## src/rtl/bcd_updown_counter.sv

```systemverilog
// Multi-digit BCD up/down counter with clear, clamped parallel load and wrap/load-error pulses.
// Optional feature: define BCD_SATURATE_EN to saturate at all-9s/all-0s instead of wrapping.
module bcd_digit (
    input  logic [3:0] cur,
    input  logic       up,
    input  logic       step,
    output logic [3:0] nxt,
    output logic       is9,
    output logic       is0
);
    assign is9 = (cur == 4'd9);
    assign is0 = (cur == 4'd0);

    always_comb begin
        nxt = cur;
        if (step) begin
            if (up) nxt = is9 ? 4'd0 : cur + 4'd1;
            else    nxt = is0 ? 4'd9 : cur - 4'd1;
        end
    end
endmodule

module bcd_updown_counter #(
    parameter int DIGITS = 4
) (
    input  logic                  clk,
    input  logic                  reset_n,
    input  logic                  clear,
    input  logic                  load,
    input  logic                  counter_on,
    input  logic                  count_up,
    input  logic [4*DIGITS-1:0]   data_in,
    output logic [4*DIGITS-1:0]   count,
    output logic                  tc,
    output logic                  wrap,
    output logic                  load_err
);
    logic [4*DIGITS-1:0] count_q, count_d, step_val, ld_val;
    logic                wrap_q, wrap_d, load_err_q, load_err_d;
    logic [DIGITS-1:0]   is9, is0, step_en;
    logic [DIGITS:0]     run9, run0;
    logic                ld_bad, do_step;

    // run9[i]/run0[i]: every digit below i is 9 / 0, i.e. the carry/borrow into digit i
    always_comb begin
        run9[0] = 1'b1;
        run0[0] = 1'b1;
        for (int i = 0; i < DIGITS; i++) begin
            run9[i+1] = run9[i] & is9[i];
            run0[i+1] = run0[i] & is0[i];
        end
    end

    assign tc = count_up ? run9[DIGITS] : run0[DIGITS];

`ifdef BCD_SATURATE_EN
    assign do_step = counter_on & ~tc;
`else
    assign do_step = counter_on;
`endif

    for (genvar i = 0; i < DIGITS; i++) begin : g_dig
        assign step_en[i] = do_step & (count_up ? run9[i] : run0[i]);
        bcd_digit u_dig (
            .cur  (count_q[4*i +: 4]),
            .up   (count_up),
            .step (step_en[i]),
            .nxt  (step_val[4*i +: 4]),
            .is9  (is9[i]),
            .is0  (is0[i])
        );
    end

    always_comb begin
        ld_val = '0;
        ld_bad = 1'b0;
        for (int i = 0; i < DIGITS; i++) begin
            if (data_in[4*i +: 4] > 4'd9) begin
                ld_val[4*i +: 4] = 4'd9;
                ld_bad           = 1'b1;
            end else begin
                ld_val[4*i +: 4] = data_in[4*i +: 4];
            end
        end
    end

    always_comb begin
        count_d    = count_q;
        wrap_d     = 1'b0;
        load_err_d = 1'b0;
        if (clear) begin
            count_d = '0;
        end else if (load) begin
            count_d    = ld_val;
            load_err_d = ld_bad;
        end else if (counter_on) begin
            count_d = step_val;
`ifndef BCD_SATURATE_EN
            wrap_d  = tc;
`endif
        end
    end

    always_ff @(posedge clk or negedge reset_n) begin
        if (!reset_n) begin
            count_q    <= '0;
            wrap_q     <= 1'b0;
            load_err_q <= 1'b0;
        end else begin
            count_q    <= count_d;
            wrap_q     <= wrap_d;
            load_err_q <= load_err_d;
        end
    end

    assign count    = count_q;
    assign wrap     = wrap_q;
    assign load_err = load_err_q;
endmodule

```

## config.mk

```make
export PLATFORM = sky130hd
export DESIGN_NAME = bcd_updown_counter
export DESIGN_NICKNAME = d
export VERILOG_FILES = /design/src/rtl/bcd_updown_counter.sv
export SDC_FILE = /design/constraint.sdc
export NUM_CORES = 1
export LEC_CHECK = 0
export CORE_ASPECT_RATIO = 0.75
export CORE_MARGIN = 2
export CORE_UTILIZATION = 39
export DETAILED_ROUTE_END_ITERATION = 12
export PLACE_DENSITY = 0.68
export RECOVER_POWER = 50
export SLEW_MARGIN = 30
export SYNTH_ARGS = -nofsm -noshare
export SYNTH_HDL_FRONTEND = slang
export SYNTH_SLANG_ARGS = --single-unit
```

## constraint.sdc

```tcl
create_clock -name clk -period 2.2 [get_ports clk]
set_input_delay 0.33 -clock clk [delete_from_list [all_inputs] [get_ports clk]]
set_output_delay 0.33 -clock clk [all_outputs]
set_load 0.02 [all_outputs]
```

; ---- Yosys cells after proc, flatten, opt, wreduce, memory -nomap -nowiden
; Cells that the tools add are included.
[word_totals]
out_inout_bits = 19
word_cells = 77
regBits = 18
[classes]
n_lt_le_gt_ge = 4
n_addsub = 8
n_bitwise = 9
eq_ne = 4
mux = 35
n_reduce_logical = 11
[op_table]
columns = cell, count
row1 = 2-to-1 mux 4 bit, 19
row2 = 2-to-1 mux 16 bit, 3
row3 = adder 4 x 1 -> 4 bit (second input constant), 4
row4 = equality test 4 bit (second input constant), 4
row5 = > comparator 4 bit (second input constant), 4
row6 = zero test 4 bit, 4
row7 = subtractor 4 x 1 -> 4 bit (second input constant), 4
row8 = 2-to-1 mux 1 bit, 13
row9 = nonzero test 3 bit, 4
row10 = bitwise AND 1 bit, 9
row11 = AND reduction 2 bit, 3

; ---- Depth between registers and ports, before layout
[depth]
ltp_word = 9
depth_mapped = 7

; ---- Modules after synthesis
; From an unflattened synthesis, not the netlist that was laid out.
[hier_totals]
hier_cells = 221
area_unflattened_um2 = 1919.3
[by_module_without_submodules]
columns = mod, cells_each, seq_area_each_um2, n_inst, area_each_um2
row1 = bcd_updown_counter, 105, 450.4, 1, 1038.5
row2 = bcd_digit, 29, 0.0, 4, 220.2

; ---- Least setup slack after synthesis
; OpenSTA, ideal clock, no wires.
[synth_timing]
path_type = register to output
start = register count_q[5] (netlist: count[5])
end = output tc
t_arrival_ns = 1.778
path_slack_ns = 0.092
required_time_ns = 1.870
path_buffers = 0
stages_incl_launch_ff = 7
path_cell_list = dfrtp_1 inv_1 ha_1 nor3b_1 and4_1 a32oi_1 nor2_1
[synth_between]
elab_chain_len = 5
word_cells_on_any_way = 9
classes_between = 1 x eq/ne / 1 x mux / 6 x bitwise / 1 x reduce/logical
[synth_rtl]
columns = element, line_no
row1 = from (decl), 38  ; logic [4*DIGITS-1:0] count_q, count_d, step_val, ld_val;
row2 = from (signal assigned), 110  ; count_q <= count_d;
row3 = equality test 4 bit / zero test 4 bit (equally long branches), "11, 12"
row4 = bitwise AND 1 bit (on tied branches) (3 in a row), "49, 50"
row5 = 2-to-1 mux 1 bit (*), 54  ; assign tc = count_up ? run9[DIGITS] : run0[DIGITS];
row6 = to (decl), 34  ; output logic tc,
; Mark *: on every way between the ends. The rest lies on a longest branch, timed or not.

; ---- Worst setup path after layout
[layout_timing]
start = register count_q[4] (netlist: count[4])
end = output tc
; The elaborated chain is that of the path after synthesis.

==> impl_metrics.yaml <==
synth:
  avgSynthCellArea_um2: 8.087
  ys_seq_area_share_pct: 25.32
  synth.largest_area_cell: "dfrtp_1"
  synthArstFlopShare_pct: 100.0
  synth_top_area_share_pct: 25.32
  synth_nets: 255
  synth_area_mm2: 0.001779
  syn-instance-count: 220
  synth-seq-cells: 18
  ys_types: 48
  ys.warnings.count: 0
  synthFlopType: "dfrtp_1"
  synth_edf_count: 0
  synth.area.top_cells: "dfrtp_1 (25%), ha_1 (9.1%), nor2_1 (4.6%)"
finish:
  multi_input_comb_area_mm2: 0.001222
  seq_area_um2: 450.4
  antenna_cells: 0
  final_util_pct: 57.51
  fill_cells: 403
  area_growth_pct: 42.69
  drive_above_1_share_pct: 20.07
  nNetsFinal: 325
floorplanning:
  io_pins: 41
  start_util_pct: 40.31
  die_h_um: 62.50
  die_x_um: 81.99
  rows: 21
  die_area_mm2: 0.005124
  coreArea_mm2: 0.004414
sta:
  min_period_ns: 2.156
  min_period_over_period_pct: 98.02
  clock.fmax_mhz: 463.7
  clock_skew_ns: 0.005944
  grt_setup_unrepaired: "yes"
  hold_ws_ns: 0.6055
  setup_violations: 0
  maxSlewHeadroom_pct: 26.62
  hold_viol: 0
  slew_violations: 0
  worst_slew_pin_slew_ns: 1.101
pwr:
  peakVddDrop_uv: 288.9
  powerDensity_mw_per_mm2: 455.8
  leakage_nw: 1.117
cts:
  numCtsBuffers: 3
  holdBufCountCts: 0
  clk_latency_ns: 0.26
  htree_levels: 1
  cts.clk_slew.worst_paths_ns: 0.08
  clk_path_buf_depth: 2
  cts-root-buf: "clkbuf_8"
  clkSinkCount: 18
  cts_tree: "built"
place:
  port_buffers: 40
  hpwl_um: 4234
  gp_congestion: 0.9146
critical_path:
  cp-start-kind: "flop"
  cp.arrival_ns: 1.83
  crit_fanout: 4
  crit_path_end_kind: "primary output"
  cp.required_ns: 1.87
  critical_path_class: "reg2out"
worst_hold_path:
  hold_path.class: "reg2reg"
routing:
  wl_per_cell_um: 15.41
  drtIter0Drc: 92
  via_count: 1946
  routed_via_density: 5.624
  wl_um: 5332
  postRouteAntennaNets: 0
  drc: 0
  firstDrtPassIters: 4
global_routing:
  overflow: 0
  grt_pass1_wl_um: 8638
  grtUsageTotal_pct: 21.66
  grt_max_degree: 19
  antenna_found_initial: 0
  first_global_vias: 1832
status:
  status: "finished clean"
job:
  maxCapViolCount: 0
==> report_power, final <==
part,total (mW),switching (mW),internal (mW),leakage (nW)
clock,0.287,0.127,0.159,0.0288
combinational,0.494,0.249,0.245,0.850
sequential,0.376,0.0235,0.353,0.238
total,1.16,0.400,0.757,1.12
==> worst max-delay path, stage by stage (launching register included) <==
cell     delay (ns)
dfrtp_1        0.43
ha_1           0.23
and3b_2        0.23
and3_1         0.22
a32oi_1        0.20
nor2_1         0.09
buf_4          0.17
==> cells by family after synthesis <==
group / after synthesis / synth area share (%)
mux: 8 / 4.712
fa+ha+maj: 13 / 9.142
buf+inv: 29 / 6.821
compound gates: 73 / 29.11
flops: 18 / 25.32
xor+xnor: 2 / 0.9847
simple gates: 77 / 23.91
==> synth_stat cells (3+ instances only) <==
master	count
a211oi_1	6
a21oi_1	13
a221oi_1	3
a311oi_1	5
a31oi_1	5
a32oi_1	4
and3b_1	3
buf_2	7
clkbuf_1	6
dfrtp_1	18
ha_1	13
inv_1	15
mux2_2	3
mux2i_1	5
nand2_1	13
nand2b_1	9
nand3_1	8
nand3b_1	3
nor2_1	22
nor2b_1	4
nor3b_1	3
o21ai_0	13
o21bai_1	5
o31ai_1	4
==> layout make-up <==
| class | instances | share of cell area (%) |
|---|---|---|
| clock buffer | 4 | 2.169 |
| inverter | 15 | 2.218 |
| sequential | 18 | 17.74 |
| tap | 57 | 2.809 |
| timing repair buffer | 79 | 26.91 |
| multi-input combinational | 173 | 48.15 |
==> cells in the final DEF (no fill, tap or decap), types with 3 or more instances in the layout <==
master           count
clkdlybuf4s50_1     32
nand3_1              8
inv_1               14
o31ai_1              4
o21bai_1             5
nand3b_1             3
mux2_2               3
nor2b_1              4
a31oi_1              5
ha_1                12
dfrtp_1             18
a32oi_1              4
o21ai_0             13
nand2b_1             9
nor2_1              22
a221oi_1             3
clkbuf_8             4
a21oi_1             13
nand2_1             13
mux2i_1              5
dlygate4sd3_1        7
a311oi_1             5
a211oi_1             6
buf_4               38
==> sequential cells by signal, summed over array words and instances, names as in the netlist <==
signal and cells:
count 16, load_err 1, wrap 1
==> stage by stage <==
step | power (mW) | cell area [µm²] | setup WS [ns] | TNS [ns] | instances
detailed placement | 0.8702 | 2479 | -0.3824 | -0.3896 | 342
floorplan | 0.6426 | 1779 | 0.09177 | 0 | 220
global route | 1.225 | 2539 | -0.03581 | -0.03581 | 346
finish | 1.157 | 2539 | 0.04354 | 0 | 346
global placement | 0.8611 | 2479 | -0.3697 | -0.3697 | 342
CTS | 1.164 | 2535 | 0.03741 | 0 | 346
==> worst paths after layout <==
check | startpoint | to | slack (ns) | cells past startpoint
setup / recovery | count[4]$_DFFE_PN0P_ | tc | 0.04 | 6
hold / removal | count[13]$_DFFE_PN0P_ | count[13]$_DFFE_PN0P_ | 0.61 | 2
setup reg to reg | count[9]$_DFFE_PN0P_ | count[8]$_DFFE_PN0P_ | 0.26 | 8
hold reg to reg | count[13]$_DFFE_PN0P_ | count[13]$_DFFE_PN0P_ | 0.61 | 2
max in group asynchronous | reset_n | count[11]$_DFFE_PN0P_ | 0.75 | 2
min in group asynchronous | reset_n | count[5]$_DFFE_PN0P_ | 0.79 | 2
==> repair_timing <==
| action | in CTS | in global routing |
|---|---|---|
| resized for setup | 6 | 4 |
| endpoints found under the setup margin | 1 | 1 |
| pin swaps | 0 | 4 |
| setup buffers | 0 | 0 |
| endpoints found under the hold margin | 0 | 0 |
==> per-layer routing <==
layer / GRT usage [%] / vias up / routed length (µm)
met2: 31.50 / 72 / 2346
li1: - / 954 / -
met4: 6.458 / 0 / 92
met5: 0 / - / 0
met1: 32.34 / 912 / 2554
met3: 3.902 / 8 / 338
Note: power is estimated with default switching activity, not from simulation.
